## src/rtl/dma_arb_pkg.sv

```systemverilog
// dma_arb_pkg: shared FSM state type and default parameters for the stream arbiter
package dma_arb_pkg;
  typedef enum logic [1:0] {IDLE, GRANT, RELEASE} state_t;
  localparam int N_REQ_D = 5;
  localparam int DATA_W_D = 256;
  localparam int MAX_BURST_D = 256;
  localparam int TIMEOUT_D = 1023;
  localparam logic [15:0] DROP_MAX = 16'hFFFF;
endpackage

```

## src/rtl/dma_stream_arbiter_if.sv

```systemverilog
// dma_stream_arbiter_if: requester-side and fifo-side signals of the stream arbiter
interface dma_stream_arbiter_if import dma_arb_pkg::*; #(
  parameter int N_REQ = N_REQ_D,
  parameter int DATA_W = DATA_W_D
) ();
  logic [N_REQ-1:0] req;
  logic [N_REQ-1:0] gnt;
  logic [N_REQ*DATA_W-1:0] in_fifo_data;
  logic [N_REQ-1:0] in_fifo_write;
  logic [N_REQ-1:0] in_fifo_send;
  logic [DATA_W-1:0] out_fifo_data;
  logic out_fifo_write;
  logic out_fifo_send;
  logic out_fifo_almost_full;
  logic [2:0] active_idx;
  logic [15:0] drop_cnt;
  logic timeout_flag;
  modport master (
    output req, in_fifo_data, in_fifo_write, in_fifo_send, out_fifo_almost_full,
    input gnt, out_fifo_data, out_fifo_write, out_fifo_send, active_idx, drop_cnt, timeout_flag
  );
  modport slave (
    input req, in_fifo_data, in_fifo_write, in_fifo_send, out_fifo_almost_full,
    output gnt, out_fifo_data, out_fifo_write, out_fifo_send, active_idx, drop_cnt, timeout_flag
  );
endinterface

```

## src/rtl/rr_pick.sv

```systemverilog
// rr_pick: combinational round-robin picker searching from last+1 with wrap-around
module rr_pick #(
  parameter int N_REQ = 5
) (
  input  logic [N_REQ-1:0] req,
  input  logic [2:0]       last,
  output logic [N_REQ-1:0] onehot,
  output logic [2:0]       idx,
  output logic             any
);
  logic [2:0] c;
  always_comb begin
    idx = '0;
    c = '0;
    // walk farthest-first so the nearest requester after last wins
    for (int k = N_REQ; k >= 1; k--) begin
      c = 3'((32'(last) + 32'(k)) % 32'(N_REQ));
      idx = req[c] ? c : idx;
    end
    any = |req;
    onehot = any ? N_REQ'(1) << idx : '0;
  end
endmodule

```

## src/rtl/dma_stream_arbiter.sv

```systemverilog
// dma_stream_arbiter: round-robin burst arbiter sharing one fifo_stream write port
module dma_stream_arbiter import dma_arb_pkg::*; #(
  parameter int N_REQ = N_REQ_D,
  parameter int DATA_W = DATA_W_D,
  parameter int MAX_BURST = MAX_BURST_D,
  parameter int TIMEOUT = TIMEOUT_D
) (
  input logic clk_clk,
  input logic reset_reset,
  dma_stream_arbiter_if.slave bus
);
  localparam int WCW = $clog2(MAX_BURST + 1);
  localparam int ICW = $clog2(TIMEOUT + 1);
  state_t state, state_n;
  logic [N_REQ-1:0] gnt, gnt_n, p_onehot;
  logic [2:0] idx, idx_n, last, last_n, p_idx;
  logic [WCW-1:0] wcnt, wcnt_n;
  logic [ICW-1:0] icnt, icnt_n;
  logic [DATA_W-1:0] odata, odata_n;
  logic owrite, owrite_n, osend, osend_n, tflag, tflag_n, p_any;
  logic w, s, r, hit_max, to, rel;
  logic [15:0] drops, drops_n;
  logic [16:0] drop_sum;
  rr_pick #(.N_REQ(N_REQ)) u_pick (
    .req(bus.req), .last(last), .onehot(p_onehot), .idx(p_idx), .any(p_any)
  );
  assign w = bus.in_fifo_write[idx];
  assign s = bus.in_fifo_send[idx];
  assign r = bus.req[idx];
  assign hit_max = w && wcnt == WCW'(MAX_BURST - 1);
  assign to = !w && icnt == ICW'(TIMEOUT);
  // every release reason emits exactly one send, so the send and the release coincide
  assign rel = s || hit_max || to || !r;
  assign drop_sum = {1'b0, drops} + 17'($countones(bus.in_fifo_write & ~gnt));
  assign drops_n = drop_sum[16] ? DROP_MAX : drop_sum[15:0];
  always_comb begin
    state_n = state;
    gnt_n = gnt;
    idx_n = idx;
    last_n = last;
    wcnt_n = wcnt;
    icnt_n = icnt;
    odata_n = odata;
    owrite_n = 1'b0;
    osend_n = 1'b0;
    tflag_n = tflag;
    case (state)
      IDLE: if (p_any && !bus.out_fifo_almost_full) begin
        gnt_n = p_onehot;
        idx_n = p_idx;
        wcnt_n = '0;
        icnt_n = '0;
        state_n = GRANT;
      end
      GRANT: begin
        owrite_n = w;
        osend_n = rel;
        odata_n = w ? bus.in_fifo_data[int'(idx)*DATA_W +: DATA_W] : odata;
        wcnt_n = wcnt + WCW'(w);
        icnt_n = w ? '0 : icnt + 1'b1;
        tflag_n = tflag || to;
        gnt_n = rel ? '0 : gnt;
        state_n = rel ? RELEASE : GRANT;
      end
      RELEASE: begin
        last_n = idx;
        state_n = IDLE;
      end
      default: state_n = IDLE;
    endcase
  end
  always_ff @(posedge clk_clk or posedge reset_reset)
    if (reset_reset) begin
      state <= IDLE;
      gnt <= '0;
      idx <= '0;
      last <= 3'(N_REQ - 1);
      wcnt <= '0;
      icnt <= '0;
      odata <= '0;
      owrite <= 1'b0;
      osend <= 1'b0;
      tflag <= 1'b0;
      drops <= '0;
    end else begin
      state <= state_n;
      gnt <= gnt_n;
      idx <= idx_n;
      last <= last_n;
      wcnt <= wcnt_n;
      icnt <= icnt_n;
      odata <= odata_n;
      owrite <= owrite_n;
      osend <= osend_n;
      tflag <= tflag_n;
      drops <= drops_n;
    end
  assign bus.gnt = gnt;
  assign bus.active_idx = idx;
  assign bus.out_fifo_data = odata;
  assign bus.out_fifo_write = owrite;
  assign bus.out_fifo_send = osend;
  assign bus.drop_cnt = drops;
  assign bus.timeout_flag = tflag;
endmodule

```

## src/flat_wrapper.sv

```systemverilog
// flat-port wrapper written by rule: the top's interface ports become plain ports
module dma_stream_arbiter_flat import dma_arb_pkg::*;
#(
  parameter int N_REQ = N_REQ_D,
  parameter int DATA_W = DATA_W_D,
  parameter int MAX_BURST = MAX_BURST_D,
  parameter int TIMEOUT = TIMEOUT_D
)
  (clk_clk, reset_reset, bus_req, bus_in_fifo_data, bus_in_fifo_write, bus_in_fifo_send, bus_out_fifo_almost_full, bus_gnt, bus_out_fifo_data, bus_out_fifo_write, bus_out_fifo_send, bus_active_idx, bus_drop_cnt, bus_timeout_flag);
  dma_stream_arbiter_if #(.N_REQ(N_REQ), .DATA_W(DATA_W)) bus_i ();
  input logic clk_clk;
  input logic reset_reset;
  input wire logic [$bits(bus_i.req)-1:0] bus_req;
  input wire logic [$bits(bus_i.in_fifo_data)-1:0] bus_in_fifo_data;
  input wire logic [$bits(bus_i.in_fifo_write)-1:0] bus_in_fifo_write;
  input wire logic [$bits(bus_i.in_fifo_send)-1:0] bus_in_fifo_send;
  input wire logic [$bits(bus_i.out_fifo_almost_full)-1:0] bus_out_fifo_almost_full;
  output wire logic [$bits(bus_i.gnt)-1:0] bus_gnt;
  output wire logic [$bits(bus_i.out_fifo_data)-1:0] bus_out_fifo_data;
  output wire logic [$bits(bus_i.out_fifo_write)-1:0] bus_out_fifo_write;
  output wire logic [$bits(bus_i.out_fifo_send)-1:0] bus_out_fifo_send;
  output wire logic [$bits(bus_i.active_idx)-1:0] bus_active_idx;
  output wire logic [$bits(bus_i.drop_cnt)-1:0] bus_drop_cnt;
  output wire logic [$bits(bus_i.timeout_flag)-1:0] bus_timeout_flag;
  assign bus_i.req = bus_req;
  assign bus_i.in_fifo_data = bus_in_fifo_data;
  assign bus_i.in_fifo_write = bus_in_fifo_write;
  assign bus_i.in_fifo_send = bus_in_fifo_send;
  assign bus_i.out_fifo_almost_full = bus_out_fifo_almost_full;
  assign bus_gnt = bus_i.gnt;
  assign bus_out_fifo_data = bus_i.out_fifo_data;
  assign bus_out_fifo_write = bus_i.out_fifo_write;
  assign bus_out_fifo_send = bus_i.out_fifo_send;
  assign bus_active_idx = bus_i.active_idx;
  assign bus_drop_cnt = bus_i.drop_cnt;
  assign bus_timeout_flag = bus_i.timeout_flag;
  dma_stream_arbiter #(.N_REQ(N_REQ), .DATA_W(DATA_W), .MAX_BURST(MAX_BURST), .TIMEOUT(TIMEOUT)) u_core (.clk_clk(clk_clk), .reset_reset(reset_reset), .bus(bus_i));
endmodule
```

## config.mk

```make
export PLATFORM = sky130hd
export DESIGN_NAME = dma_stream_arbiter_flat
export DESIGN_NICKNAME = d
export VERILOG_FILES = /design/src/rtl/dma_arb_pkg.sv /design/src/rtl/dma_stream_arbiter_if.sv /design/src/rtl/rr_pick.sv /design/src/rtl/dma_stream_arbiter.sv /design/src/flat_wrapper.sv
export SDC_FILE = /design/constraint.sdc
export NUM_CORES = 1
export LEC_CHECK = 0
export ABC_AREA = 1
export CAP_MARGIN = 20
export CORE_AREA = 2 2 624 626
export DETAILED_ROUTE_END_ITERATION = 6
export DIE_AREA = 0 0 626 628
export GPL_ROUTABILITY_DRIVEN = 0
export GPL_TIMING_DRIVEN = 0
export PLACE_DENSITY = 0.3
export SYNTH_ARGS = -nofsm -noshare
export SYNTH_HDL_FRONTEND = slang
export SYNTH_SLANG_ARGS = --single-unit
```

## constraint.sdc

```tcl
create_clock -name clk_clk -period 11.6 [get_ports clk_clk]
set_input_delay 2.32 -clock clk_clk [delete_from_list [all_inputs] [get_ports clk_clk]]
set_output_delay 2.32 -clock clk_clk [all_outputs]
set_load 0.01 [all_outputs]
```

# Yosys cells after proc, flatten, opt, wreduce, memory -nomap -nowiden
# Index checks and enable logic that the tools add are counted.
# totals
elab_cells,97
register_bits,307
out_inout_bits,283
input_bits,1298
# classes
n_eq_ne,6
addsub,12
n_shift,2
n_div,5
n_lt_le_gt_ge,6
muxes,36
bitwise_logic,2
n_reduce_logical,17
# op_table
cell,n
$shiftx 1280x12->256,1
$mod 32x3->32 const B,5
$bmux 1 s3,8
$lt 3x4->1 const B,6
$mux 10,2
$pmux 10 s2,1
$pmux 9 s2,1
$add 16x17->17,1
$add 17x1->17,1
$add 17x17->17,1
$mux 16,1
$mux 3,5
$mux 5,3
$add 10x1->10 const B,1
$eq 10x10->1 const B,1
$mux 1,10
$pmux 5 s2,1
$add 9x1->9,1
$eq 9x8->1 const B,1
$mux 9,1
$add 3x2->4 const B,2
$add 3x3->4 const B,2
$reduce_and 2->1,3
$and 5x5->5,1
16 further kinds,26

# Logic depth before layout (Yosys ltp)
# depth
ltp_word,13
depth_mapped,29
mapped_depth_nobuf,28

# By module
# From an unflattened synthesis, not the netlist that was laid out.
# hier_totals
cells_unflattened,3495
area_unflattened_um2,22979.5
# by_module_without_submodules
module,area_each_um2,seq_area_each_um2,cells_per_inst,n_inst
dma_stream_arbiter,21271.7,7683.6,3193,1
rr_pick,1707.9,0.0,302,1

# Worst setup path before layout
# Ideal clock, no wire load.
# synth_timing
kind,input port to flip-flop
from,input port bus_in_fifo_write[2]
to,register u_core.drops[13] (netlist: u_core.bus.drop_cnt[13])
t_arrival_ns,5.149
slack_ns,6.368
t_required_ns,11.517
path_stages,17
n_path_buf,0
setup_time_ns,0.083
path_cell_list,inv_1 nor2_1 ha_1 fa_1 ha_1 inv_1 fa_1 o21ai_0 nand3_1 nor3_1 inv_1 nor2_1 inv_1 nor2_1 nand3_1 a21boi_0 o21ai_0
# synth_via
elab_chain_cells,6
# synth_lines
element,line,rtl
start: declaration,flat_wrapper.sv:15,input wire logic [$bits(bus_i.in_fifo_write)-1:0] bus_in_fifo_write;
$and 5x5->5,dma_stream_arbiter.sv:34,"assign drop_sum = {1'b0, drops} + 17'($countones(bus.in_fifo_write & ~gnt));"
$add 1x1->2 (implied by the code),dma_stream_arbiter.sv:34,
$add 17x17->17 (implied by the code),dma_stream_arbiter.sv:34,
$add 17x1->17 (implied by the code),dma_stream_arbiter.sv:34,
$add 16x17->17,dma_stream_arbiter.sv:34,
$mux 16,dma_stream_arbiter.sv:35,assign drops_n = drop_sum[16] ? DROP_MAX : drop_sum[15:0];
net u_core.drops_n[13],dma_stream_arbiter.sv:22,"logic [15:0] drops, drops_n;"
end signal: assignment,dma_stream_arbiter.sv:96,drops <= drops_n;
end: declaration,dma_stream_arbiter.sv:22,
# The timed path passes the listed nets, and every way through them passes these cells.
# A chain may end at the register's enable or synchronous reset.

# Final worst setup path
# Ends and elaborated chain as after synthesis.

==> impl_metrics.json <==
{
  "seqCellArea_mm2": 0.007684,
  "htreeDepth": 2,
  "powerDensity_mw_per_mm2": 273.3,
  "finClkSkew_ps": 26.71,
  "grt_start_max_net_pins": 94,
  "slowest_stage": "clkdlybuf4s50_1",
  "clk_path_buf_depth": 3,
  "instances_no_fill": 10470,
  "ys_ff_latch": 307,
  "holdBufCountCts": 0,
  "rsz0062_at_grt": "false",
  "core-area_mm2": 0.3871,
  "synth_area_mm2": 0.02221,
  "crit_buf_inv": 5,
  "yosysSeqAreaShare_pct": 34.60,
  "die_w_um": 626,
  "synthArstFlopShare_pct": 100.0,
  "synthTopCellsByCount": "812 x nor2_1, 652 x nand2_1, 540 x o21ai_0, 306 x dfrtp_1",
  "cts_tree": "done",
  "worst_r2r_path_depth": 24,
  "die_y_um": 628,
  "hold_viol": 0,
  "cts_resized": 0,
  "drive_gt1_share_pct": 4.305,
  "yosys-top-cells-area": "dfrtp_1 34%, nor2_1 14%, o21ai_0 12%",
  "tightest_slew_ps": 1136,
  "slew_headroom_pct": 24.25,
  "finalSetupTns_ps": 0,
  "critical_path.max_fanout": 5,
  "period_share_pct": 49.27,
  "rows": 229,
  "vdd.ir_drop.worst_mv": 0.1319,
  "vias_per_cell": 3.402,
  "hold_path_class": "flop to flop",
  "post-place-ws_ps": 5216,
  "drc": 0,
  "synth_top_area_share_pct": 34.48,
  "end_kind": "flop",
  "clock-sinks": 307,
  "ys_warn_count": 0,
  "flow.area_growth_from_synthesis_pct": 113.1,
  "leakage_nw": 16.51,
  "nFillCells": 44870,
  "power_mw": 12.93,
  "setup_viol": 0,
  "crit_required_ps": 12240,
  "path_cells": "clkdlybuf4s50_1, inv_1, nor2_1, ha_1, fa_1, ha_1, inv_1, fa_1, o21ai_0, nand3_1, nor3_1, inv_1, nor2_1, inv_1, nor2_1, nand3_1, a21boi_0, o21ai_0",
  "status": "complete, no violations",
  "avgSynthCellArea_um2": 6.469,
  "crit_top_cell": "inv_1",
  "yosysTopAreaCell": "dfrtp_1",
  "cp_num_cells": 18,
  "regToRegSetupSlack_ps": 7350,
  "endpoint": "u_core.bus.drop_cnt[13]$_DFF_PP0_",
  "antenna_found_initial": 256,
  "dieArea_mm2": 0.3931,
  "fin_ws_ps": 5884,
  "drt_iter0_drc": 3020,
  "synth_edf_count": 0,
  "wirelength_um": 363700,
  "critical_path.startpoint": "bus_in_fifo_write[2]",
  "final_nets": 6425,
  "max_stage_delay_ps": 530,
  "critPathTopFamily": "adder cells",
  "r2r-end": "u_core.bus.gnt[2]$_DFFE_PP0P_",
  "antenna_left": 0,
  "firstDrtPassIters": 5,
  "clock_latency_ps": 720,
  "grt_pass1_wl_um": 442400,
  "critPathKind": "input pin to flop",
  "grt_usage_pct": 17.79,
  "wire_per_inst_um": 34.75,
  "synth-main-ff-cell": "dfrtp_1",
  "post-dp-hpwl_um": 329200,
  "startpoint_type": "input pin",
  "synth.most_common_cell": "nor2_1",
  "clkTransAtPathRegs_ps": 60,
  "r2r_start": "u_core.last[0]$_DFFE_PP0N_",
  "num_vias": 35610,
  "multi_input_area_mm2": 0.01299,
  "syn_inst": 3433,
  "post-cts-setup-buffer-count": 0,
  "maxSlewViolCount": 0,
  "overflow": 0,
  "fmax_ghz": 0.1750,
  "cap_violations": 0,
  "dp.cells": 10240,
  "numCtsBuffers": 53,
  "cts_root_buf": "clkbuf_16",
  "layout_min_cycle_time_ps": 5716,
  "syn_nets": 4764,
  "cp.arrival_ps": 6360,
  "grt_pass1_vias": 35200,
  "yosysUniqueCellTypes": 44,
  "portBuffers": 1580,
  "start_util_pct": 5.737,
  "pin_count": 1581,
  "final_util_pct": 12.22
}
==> worst min path at each step <==
stage | cells after the start | to | start | slack (ps)
finish | 1 | u_core.bus.timeout_flag$_DFFE_PP0P_ | u_core.bus.timeout_flag$_DFFE_PP0P_ | 510
global route | 1 | u_core.bus.timeout_flag$_DFFE_PP0P_ | u_core.bus.timeout_flag$_DFFE_PP0P_ | 550
CTS | 2 | u_core.wcnt[0]$_DFFE_PP0P_ | u_core.wcnt[0]$_DFFE_PP0P_ | 510
detailed placement | 2 | u_core.wcnt[0]$_DFFE_PP0P_ | u_core.wcnt[0]$_DFFE_PP0P_ | 500
global placement | 1 | u_core.wcnt[8]$_DFFE_PP0P_ | u_core.wcnt[8]$_DFFE_PP0P_ | 500
floorplan | 1 | u_core.wcnt[8]$_DFFE_PP0P_ | u_core.wcnt[8]$_DFFE_PP0P_ | 460
==> routing by layer <==
layer	global-route usage, %	wire (um)	up-vias	share of wire (%)
met5	0	618	-	0.17
met4	4.772	11550	92	3.2
met3	6.575	34030	563	9.4
met2	32.43	185700	2015	51
met1	19.06	131800	17670	36
li1	-	-	15270	-
==> power by group <==
| group | leakage, nW | switching (mW) | internal [mW] |
|---|---|---|---|
| combinational | 12.0 | 6.21 | 2.86 |
| sequential | 3.59 | 0.457 | 1.60 |
| clock | 0.895 | 0.750 | 1.05 |
| total | 16.5 | 7.42 | 5.51 |
==> placed cells by master, fill, tap and decap left out, drive strengths merged, types with 2 or more instances in the layout <==
cell type	count
o31ai	2
o32ai	4
o22ai	260
clkbuf	304
clkinvlp	3
nor3	14
a31oi	260
ha	30
fa	3
nor2	812
diode	135
buf	80
inv	107
xor2	11
nand3b	3
dfrtp	306
a21oi	23
nand2	669
clkinv	12
nor4	3
nand4	9
clkdlybuf4s50	1580
o21ai	547
or2	5
nand3	70
bufinv	7
==> registers in the layout, summed over array words and instances (netlist names) <==
register,cells
u_core.bus.timeout_flag,1
u_core.bus.out_fifo_write,1
u_core.bus.out_fifo_data,256
u_core.wcnt,9
u_core.bus.drop_cnt,16
u_core.bus.active_idx,3
u_core.bus.out_fifo_send,1
u_core.icnt,10
u_core.state,2
u_core.bus.gnt,5
u_core.last,3
==> cell type report <==
type | count | area share (%)
timing repair buffer | 1606 | 34.63
multi-input combinational | 2733 | 27.45
sequential | 307 | 16.24
tap | 5197 | 13.74
clock buffer | 70 | 3.107
buffer | 288 | 2.465
inverter | 105 | 0.8489
clock inverter | 24 | 0.7960
antenna | 135 | 0.7140
==> metrics by stage <==
stage / hold slack (ps) / cell area (um^2)
2_1_floorplan: 459.0 / 22210
3_3_place_gp: 497.8 / 44530
3_5_place_dp: 496.1 / 45130
4_1_cts: 510.1 / 46980
5_1_grt: 552.8 / 47170
6_report: 510.7 / 47310
==> cell families (layout without fill, tap and decap cells) <==
kind of cell               after synthesis  count (layout)  share of synthesized area [%]
AOI/OAI and AO/OA                     1102            1102                          27.97
xor gates and xnor gates                12              12                         0.5071
adders and majority gates               33              33                          1.961
buffers and inverters                  393            2093                          6.941
DFF                                    307             307                          34.60
other                                    0             135                              0
and+or+nand+nor                       1586            1586                          28.02
No activity file was read; power rests on OpenSTA's default activity.
